`src/rtl/btn_press_decoder.sv`:
```
// btn_press_decoder: conditions one raw pushbutton into a debounced level plus
// one-cycle press / release / long-press / click events and a press counter.
module btn_press_decoder #(
    parameter int DEBOUNCE_CYCLES   = 1250000,
    parameter int LONG_PRESS_CYCLES = 125000000,
    parameter int COUNT_W           = 8
) (
    input  logic               clk,
    input  logic               rst,
    input  logic               btn_in,
    output logic               btn_level,
    output logic               press_pulse,
    output logic               release_pulse,
    output logic               long_press,
    output logic               click_pulse,
    output logic [COUNT_W-1:0] press_count
);

    localparam int DB_W   = $clog2(DEBOUNCE_CYCLES + 1);
    localparam int HOLD_W = $clog2(LONG_PRESS_CYCLES + 1);

    localparam logic [DB_W-1:0]   DB_LAST   = DB_W'(DEBOUNCE_CYCLES - 1);
    localparam logic [HOLD_W-1:0] HOLD_LAST = HOLD_W'(LONG_PRESS_CYCLES - 1);

    localparam logic [1:0] S_RELEASED = 2'd0;
    localparam logic [1:0] S_PRESSED  = 2'd1;
    localparam logic [1:0] S_HELD     = 2'd2;

    logic               sync0_q, sync1_q;
    logic [DB_W-1:0]    db_cnt_q, db_cnt_d;
    logic               level_q, level_d;
    logic [1:0]         state_q, state_d;
    logic [HOLD_W-1:0]  hold_cnt_q, hold_cnt_d;
    logic               press_q, press_d;
    logic               release_q, release_d;
    logic               long_q, long_d;
    logic               click_q, click_d;
    logic [COUNT_W-1:0] count_q, count_d;
    logic               rise, fall;

    // Two-flop synchroniser for the asynchronous pin
    always_ff @(posedge clk) begin
        if (rst) begin
            sync0_q <= 1'b0;
            sync1_q <= 1'b0;
        end else begin
            sync0_q <= btn_in;
            sync1_q <= sync0_q;
        end
    end

    // Stability counter: level flips only after DEBOUNCE_CYCLES disagreeing samples
    always_comb begin
        db_cnt_d = db_cnt_q;
        level_d  = level_q;
        if (sync1_q == level_q) begin
            db_cnt_d = '0;
        end else if (db_cnt_q == DB_LAST) begin
            level_d  = sync1_q;
            db_cnt_d = '0;
        end else begin
            db_cnt_d = db_cnt_q + DB_W'(1);
        end
    end

    // Edges of the debounced level, aligned with the edge that updates it
    assign rise = level_d & ~level_q;
    assign fall = ~level_d & level_q;

    // Press classifier; a fall on the threshold edge counts as a click
    always_comb begin
        state_d    = state_q;
        hold_cnt_d = hold_cnt_q;
        count_d    = count_q;
        press_d    = 1'b0;
        release_d  = 1'b0;
        long_d     = 1'b0;
        click_d    = 1'b0;
        case (state_q)
            S_RELEASED: begin
                if (rise) begin
                    state_d    = S_PRESSED;
                    hold_cnt_d = '0;
                    press_d    = 1'b1;
                    count_d    = count_q + COUNT_W'(1);
                end
            end
            S_PRESSED: begin
                if (fall) begin
                    state_d   = S_RELEASED;
                    release_d = 1'b1;
                    click_d   = 1'b1;
                end else if (hold_cnt_q == HOLD_LAST) begin
                    state_d = S_HELD;
                    long_d  = 1'b1;
                end else begin
                    hold_cnt_d = hold_cnt_q + HOLD_W'(1);
                end
            end
            S_HELD: begin
                if (fall) begin
                    state_d   = S_RELEASED;
                    release_d = 1'b1;
                end
            end
            default: state_d = S_RELEASED;
        endcase
    end

    // State, counters and registered event pulses
    always_ff @(posedge clk) begin
        if (rst) begin
            db_cnt_q   <= '0;
            level_q    <= 1'b0;
            state_q    <= S_RELEASED;
            hold_cnt_q <= '0;
            press_q    <= 1'b0;
            release_q  <= 1'b0;
            long_q     <= 1'b0;
            click_q    <= 1'b0;
            count_q    <= '0;
        end else begin
            db_cnt_q   <= db_cnt_d;
            level_q    <= level_d;
            state_q    <= state_d;
            hold_cnt_q <= hold_cnt_d;
            press_q    <= press_d;
            release_q  <= release_d;
            long_q     <= long_d;
            click_q    <= click_d;
            count_q    <= count_d;
        end
    end

    assign btn_level     = level_q;
    assign press_pulse   = press_q;
    assign release_pulse = release_q;
    assign long_press    = long_q;
    assign click_pulse   = click_q;
    assign press_count   = count_q;

endmodule

```
`config.mk`:
```
export PLATFORM = sky130hd
export DESIGN_NAME = btn_press_decoder
export DESIGN_NICKNAME = d
export VERILOG_FILES = /design/src/rtl/btn_press_decoder.sv
export SDC_FILE = /design/constraint.sdc
export NUM_CORES = 1
export LEC_CHECK = 0
export CAP_MARGIN = 20
export CORE_MARGIN = 2
export CORE_UTILIZATION = 35
export DETAILED_ROUTE_END_ITERATION = 10
export GPL_TIMING_DRIVEN = 0
export SLEW_MARGIN = 20
export SYNTH_ARGS = -nofsm -noshare
export SYNTH_HDL_FRONTEND = slang
export SYNTH_SLANG_ARGS = --single-unit
```
`constraint.sdc`:
```
create_clock -name clk -period 2.89 [get_ports clk]
set_input_delay 0.289 -clock clk [delete_from_list [all_inputs] [get_ports clk]]
set_output_delay 0.289 -clock clk [all_outputs]
set_load 0.03 [all_outputs]
```
# --- Yosys cells after proc, flatten, opt, wreduce, memory -nomap -nowiden ---
# Cells that the tools add are included.
word_totals:
  inputBits: 3
  regBits: 65
  output_inout_bits: 13
  wordCells: 56
op_classes:
  eq_ne: 10
  add_sub_neg: 3
  n_bitwise: 7
  reduce_logical: 11
  mux: 14
ops:
  columns: ["operator", "n"]
  rows:
  - ["$mux W27", 3]
  - ["$pmux W27 S2", 1]
  - ["$add A27 B1 Y27 const B", 1]
  - ["$eq A27 B27 Y1 const B", 1]
  - ["$add A21 B1 Y21 const B", 1]
  - ["$eq A21 B21 Y1 const B", 1]
  - ["$add A8 B1 Y8 const B", 1]
  - ["$mux W2", 4]
  - ["$ne A2 B2 Y1 const B", 4]
  - ["$reduce_or A2 Y1", 4]
  - ["$pmux W2 S3", 1]
  - ["$reduce_or A3 Y1", 2]
  - ["$mux W1", 5]
  - ["$not A1 Y1", 5]
  - ["$reduce_and A4 Y1", 1]
  - ["$ne A3 B3 Y1 const B", 1]
  - ["$reduce_and A3 Y1", 1]
  - ["$and A1 B1 Y1", 2]
  - ["$eq A2 B1 Y1 const B", 1]
  - ["$eq A2 B2 Y1 const B", 1]
  - ["$logic_not A2 Y1", 1]
  - ["$reduce_and A2 Y1", 1]
  - ["$reduce_bool A2 Y1", 1]
  - ["$eq A1 B1 Y1", 1]

# --- Logic depth before layout (Yosys ltp) ---
logic_depth:
  depth_word: 7
  ltp_mapped: 9
  ltp_nobuf: 8

# --- Least setup slack after synthesis ---
# No wires, ideal clock.
synth_path:
  kind: "reg2reg"
  startpoint: "register db_cnt_q[4]"
  endpoint: "register hold_cnt_q[25]"
  slack_ps: 731
  path_buffers: 0
  period_less_slack_ps: 2159
  required_ps: 2768
  stages_incl_launch_ff: 7
  setup_ps: 122
  t_arrival_ps: 2037
  path_cell_list: "dfxtp_1 > or4b_4 > or3_4 > o21a_4 > a21oi_4 > nor2_4 > a221o_1"
synth_via:
  elab_chain_len: 7
  elab_cells_between_ends: 9
  cone_classes: "eq/ne (3); mux (2); bitwise (3); reduce/logical (1)"
synth_rtl:
  columns: ["element", "line", "text"]
  rows:
  - ["start: declaration", "30", "logic [DB_W-1:0] db_cnt_q, db_cnt_d;"]
  - ["start signal: assignment", "123", "db_cnt_q <= db_cnt_d;"]
  - ["$eq A21 B21 Y1 *", "58", "end else if (db_cnt_q == DB_LAST) begin"]
  - ["$mux W1 *", "58", null]
  - ["$mux W1 *", "56", "if (sync1_q == level_q) begin"]
  - ["$not A1 Y1", "68", "assign fall = ~level_d & level_q;"]
  - ["$and A1 B1 Y1", "68", null]
  - ["$ne A2 B2 Y1 (no source line)", null, null]
  - ["$reduce_and A4 Y1 (no source line) *", null, null]
  - ["end signal: assignment", "126", "hold_cnt_q <= hold_cnt_d;"]
  - ["end: declaration", "33", "logic [HOLD_W-1:0] hold_cnt_q, hold_cnt_d;"]
# Every way passes the cells marked *; elsewhere a longest branch is shown, timed or not.
# A chain may end at the register's enable or synchronous reset.

# --- Worst setup path in the final report ---
layout_path:
  startpoint: "register db_cnt_q[0]"
  endpoint: "register hold_cnt_q[2]"
# The elaborated chain is that of the path after synthesis.

==> impl_metrics.ini <==
[power]
clkPwrFrac_pct = 41.9
power.leakage_nw = 1.28
p_sw_share_pct = 22.5
p_sw_mw = 0.357
irDropWorstVdd_v = 0.000229
p_comb_share_pct = 1.6
pwr_density_cell_mw_per_mm2 = 417
internal-power_mw = 1.23
seqPwrFrac_pct = 56.5

[synthesis]
synth_area_leaders = dfxtp_1 39%, nor2_1 4.9%, xor2_1 3.9%
syn-num-nets = 388
yosysSeqAreaShare_pct = 39.0
synth-seq-cells = 65
synth_area_mm2 = 0.00334
yosysMostFrequentCell = dfxtp_1
yosysWarnings = 0
syn_area_per_cell_um2 = 8.81
ys.flop_type = dfxtp_1
synth.largest_area_cell = dfxtp_1
synth_top_cells_by_count = 65 x dfxtp_1, 44 x nor2_1, 33 x nand2_1
yosysUniqueCellTypes = 71
async_flop_share_pct = 0
yosysTopAreaCellShare_pct = 39.0
synth_edf_count = 0
syn_inst = 379

[sta]
rsz0062_at_grt = false
setup_viol_count_final = 0
slew_viol_final = 0
max_freq_ghz = 0.394
fin_skew_ns = 0.00893
worstMarginPinSlew_ns = 0.519
relSlewSlack_pct = 65.1
report.final.hold_viol_count = 0
min_period_ns = 2.54
setup_ws_ns = 0.351
fin_setup_tns_ns = 0
period_share_pct = 87.9

[hold_path]
min-delay-start = db_cnt_q[0]
hp-class = reg2reg
whs_path_depth = 1
min_to = db_cnt_q[0]

[setup_path]
critPathKind = reg2reg
endpoint_kind = flip-flop
critical_path.cell_chain = ha_1 -> and3_2 -> nand4_1 -> o31ai_1 -> nand3_1 -> nor3b_1 -> a211o_1
rrSetupSlack_ns = 0.35
required_ns = 3.18
worstRegToRegCells = 7
slowest_delay_ns = 0.49
rr_startpoint = db_cnt_q[0]
cp_slowest_cell = o31ai_1
cp_max_fo = 8
crit_path_start = db_cnt_q[0]
regToRegEndpoint = hold_cnt_q[2]
cp.arrival_ns = 2.83
cp-start-kind = flip-flop

[floorplan]
rows = 35
initial_core_util_pct = 36.1
die_h_um = 102
die_area_mm2 = 0.0103
pin_count = 16
die_w_um = 102
core_mm2 = 0.00924

[layout]
multiInputGateArea_mm2 = 0.00194
final_nets = 414
drive_above_1_share_pct = 12.7
postLayoutCellArea_mm2 = 0.00381
area_growth_pct = 14.2
fillCellCount = 956
n_antenna_cell = 0
seq_area_mm2 = 0.00130

[grt]
antenna_found_initial = 0
grt_max_degree = 11
gr-usage-all-layers_pct = 15.8
grt_pass1_vias = 2632
grt_first_pass_wirelength_um = 12800
overflow = 0

[placed_design]
post-dp-hpwl_um = 5460
gp_congestion = 0.815
preCtsSetupSlack_ns = 0.383
port_buffers = 15
place_area_mm2 = 0.00365

[drt]
drcViolationCount = 0
postRouteAntennaNets = 0
route.vias.total = 2842
dr.pass1.iters = 4
post_drt_wl_per_cell_um = 14.1
viasPerCell = 5.28
drt_wl_total_um = 7580
drt_iter0_markers = 143

[job]
drv_cap = 0

[cts]
htree_levels = 3
hold_buffers = 0
cts_tree = built
clk_path_buf_depth = 2
cts_buffers = 9
cts_sinks = 65
clk_pin_slew_ns = 0.07
worstSkewPairLatency_ns = 0.34
cts-root-buf = clkbuf_8
ctsResizeCount = 0
post-cts-setup-buffers = 0

[status]
status = finished clean
==> kinds of logic (layout without fill, tap and decap cells) <==
logic type	count (synthesis)	after routing	synth area share, %
adder cells (fa/ha/maj)	6	6	2.25
XOR/XNOR	27	27	7.08
multiplexers	1	1	0.300
buffers and inverters	16	46	2.81
AND/OR/NAND/NOR	192	192	32.8
AO/OA/AOI/OAI	72	72	15.8
flip-flops	65	65	39.0
==> worst max path at each step <==
| stage | slack (ns) | to |
|---|---|---|
| after global placement | 0.43 | hold_cnt_q[12] |
| after floorplan | 0.73 | hold_cnt_q[25] |
| after detailed placement | 0.38 | hold_cnt_q[2] |
| final | 0.35 | hold_cnt_q[2] |
| after CTS | 0.36 | hold_cnt_q[2] |
| after global routing | 0.18 | hold_cnt_q[2] |
==> layout by cell type, fill, tap and decap left out, types with 7 or more instances in the layout <==
cell	n
dfxtp_1	65
nor2_1	44
nand2_1	33
nand3_1	21
a21oi_1	19
xor2_1	15
clkdlybuf4s50_1	15
and3_1	13
nand4_1	13
xnor2_1	12
clkbuf_8	11
o21ai_0	9
nor3_1	8
and4_1	7
a31oi_1	7
==> through the flow <==
stage,std cells,hold slack [ns],power [mW],utilization [%]
after floorplan,379,0.414,0.934,-
after global placement,523,0.425,0.944,39.5
after detailed placement,523,0.435,0.944,39.5
after CTS,538,0.449,1.62,41.3
after global routing,538,0.465,1.66,41.3
final,538,0.443,1.59,41.3
==> state kept, by name, indices dropped and copies added, names as in the netlist <==
| register | count |
|---|---|
| db_cnt_q | 21 |
| hold_cnt_q | 27 |
| state_q | 2 |
| long_press | 1 |
| release_pulse | 1 |
| btn_level | 1 |
| sync1_q | 1 |
| sync0_q | 1 |
| click_pulse | 1 |
| press_count | 8 |
| press_pulse | 1 |
==> worst max-delay path: cells and delay by family, from the launching register on <==
family	cells	cell delay (ns)
AOI/OAI and AO/OA	2	0.62
and+or+nand+nor	4	1.25
adders and majority gates	1	0.26
DFF	1	0.35
==> power groups by stage <==
stage / sequential (mW) / clock, mW / combinational, mW
4_1_cts: 0.898 / 0.693 / 0.0254
6_report: 0.898 / 0.666 / 0.0248
3_5_place_dp: 0.918 / 0 / 0.0253
3_3_place_gp: 0.918 / 0 / 0.0257
5_1_grt: 0.897 / 0.736 / 0.0274
2_1_floorplan: 0.918 / 0 / 0.0155
==> metal layers <==
metal	vias up	routed length (µm)	track usage, %
met1	1337	3740	21.3
met5	-	0	0
met3	11	325	3.73
li1	1448	-	-
met4	0	124	6.34
met2	46	3390	24.3
==> cell type report <==
cell class / count / share of cell area [%]
multi-input combinational: 298 / 51.0
sequential: 65 / 34.1
tap: 129 / 4.23
timing repair buffer: 15 / 3.94
clock buffer: 12 / 3.81
buffer: 12 / 2.07
clock inverter: 3 / 0.459
inverter: 4 / 0.394
(Power assumes the default switching activity.)
==> variant, RTL diff (config.mk and constraints unchanged) <==
The parameter `DEBOUNCE_CYCLES` goes from 1250000 to 312500.
--- a/src/rtl/btn_press_decoder.sv
+++ b/src/rtl/btn_press_decoder.sv
@@ -1,7 +1,7 @@
 // btn_press_decoder: conditions one raw pushbutton into a debounced level plus
 // one-cycle press / release / long-press / click events and a press counter.
 module btn_press_decoder #(
-    parameter int DEBOUNCE_CYCLES   = 1250000,
+    parameter int DEBOUNCE_CYCLES   = 312500,
     parameter int LONG_PRESS_CYCLES = 125000000,
     parameter int COUNT_W           = 8
 ) (
Check against the original RTL: same outputs for any inputs over 10 cycles, from zero or initial values and one cycle with rst high; that may be too few to reach the edited logic, so the function may still have changed.
==> variant against the unedited design <==
Via count up 0.63%. Wire length down 0.13%. First-iteration DRC count down 13%. Sequential cell count down 2. Worst hold slack worse by 0.0061 ns. Synthesized area down 3.2%. Design area down 2.6%. Power up 3.3%. Cell count down 3.5%. Die area down 3.1%. Combinational power about the same. Worst setup slack better by 0.025 ns.
==> variant: results (changes against the unedited design) <==
| Metric | Value |
|---|---|
| Run status | finished clean |
| Vias/cell | 5.51 (+4.3%) |
| FILL cells | 939 (-1.8%) |
| Combinational family with the most area after synthesis | simple AND/OR/NAND/NOR gates |
| Synth cell types | 59 (-17%) |
| Final nets | 412 (-0.48%) |
| Adder-Cell Fraction of Synth Area | 2.32% (+0.074 points) |
| First-pass GRT wire length | 12800 um (+0.27%) |
| Layout cells sized above 1 | 8.82% (-3.9 points) |
| Starting DRT DRC Count | 124 (-13%) |
| CP arrival | 2.73 ns (-0.10 ns) |
| Number of antenna violations at the first check in global routing | 0 (unchanged) |
| Hpwl dp | 5420 um (-0.83%) |
| Largest net degree at the start of global routing | 12 (+1) |
| Compound-Gate Fraction of Synth Area | 15.8% (-0.023 points) |
| Least-Margin Pin Slew | 0.776 ns (+0.257 ns) |
| IO buf count | 15 (unchanged) |
| Synth top area cells | dfxtp_1 (39%), nor2_1 (7.0%), xor2_1 (4.1%) |
| Post-synthesis mux area share | 0.619% (+0.32 points) |
| Sequential-to-total area share from yosys stat | 39.0% (+0.043 points) |
| R2R setup slack | 0.38 ns (+0.02 ns) |
| Leak pwr | 1.20 nW (-6.0%) |
| Crit-path max FO | 9 (+1) |
| DR vias | 2860 (+0.63%) |
| CTS Buf Count | 9 (unchanged) |
| Routed wire length | 7570 um (-0.13%) |
| Routability cong. | 0.891 (+9.3%) |
| Ant. Diodes | 0 (unchanged) |
| Layout area overhead | 14.9% |
| Synthesized instance count | 377 (-0.53%) |
| Synth Area in XOR/XNOR | 6.77% (-0.31 points) |
| Initial DRT Pass Iterations | 6 (+2) |
| Placed Area | 3520 sq um (-3.5%) |
| Net Count, Synth | 386 (-0.52%) |
| Vias in the first global route | 2656 (+0.91%) |
| Global Route Usage Sum | 15.9% (+0.099 points) |
| Placed insts | 503 (-3.8%) |
| Worst R2R Path Depth | 7 (unchanged) |
| CP max-delay cell | nor4_4 |
| Clk Latency, worst-skew pair | 0.35 ns |
| Synth top cells by count | dfxtp_1 (63), nor2_1 (60), nand2_1 (27) |
| Worst Clk Skew | 0.0100 ns (+0.00112 ns) |
| Peak supply drop | 0.205 mV (-11%) |
| Slowest stage delay, CP | 0.64 ns (+0.15 ns) |
| Ys Warns | 0 (unchanged) |
[variant: final timing paths]
check                                   start             end
worst max register to register  hold_cnt_q[0]  hold_cnt_q[26]
worst min register to register        sync0_q         sync1_q
worst max-delay path            hold_cnt_q[0]  hold_cnt_q[26]
worst min-delay path                  sync0_q         sync1_q
[variant: stage by stage]
| stage | hold slack (ns) | power (mW) | setup WS, ns |
|---|---|---|---|
| after floorplan | 0.414 | 0.905 | 0.658 |
| after global placement | 0.416 | 0.916 | 0.258 |
| after detailed placement | 0.421 | 0.916 | 0.225 |
| after CTS | 0.441 | 1.67 | 0.187 |
| after global routing | 0.462 | 1.70 | 0.188 |
| final | 0.437 | 1.64 | 0.376 |
[variant: logic make-up after synthesis]
family | after synthesis
DFF | 63
adders and majority gates | 6
and+or+nand+nor | 185
AOI/OAI and AO/OA | 72
buffers and inverters | 24
muxes | 2
xor gates and xnor gates | 25
[variant: layout make-up]
class	instances	share of cell area (%)
tap	111	3.74
buffer	14	1.92
inverter	10	1.01
clock buffer	10	3.44
sequential	63	34.0
clock inverter	6	1.65
multi-input combinational	290	50.3
timing repair buffer	15	4.04
[variant: what timing repair did]
| action | CTS | global route |
|---|---|---|
| hold buffers | 0 | 0 |
| resized for setup | 0 | 1 |
| setup endpoints to repair | 0 | 1 |
| buffers inserted | 0 | 0 |
[variant: per-layer routing]
metal | GRT usage [%] | vias to the layer above | wire length [um]
li1 | - | 1432 | -
met1 | 21.0 | 1358 | 3570
met2 | 25.5 | 65 | 3550
met3 | 5.15 | 5 | 372
met4 | 3.69 | 0 | 79
met5 | 0 | - | 0
[variant: report_power, final]
group          internal, mW  leakage [nW]  switching [mW]
registers             0.869         0.508         0.00113
logic               0.00790         0.599          0.0169
clock network         0.395        0.0960           0.351
total                  1.27          1.20           0.369
[variant: worst reg2reg max path, delay by kind of cell (launching register included)]
family	cells	cell delay, ns
and+or+nand+nor	5	1.65
adders and majority gates	1	0.23
AOI/OAI and AO/OA	1	0.10
DFF	1	0.41
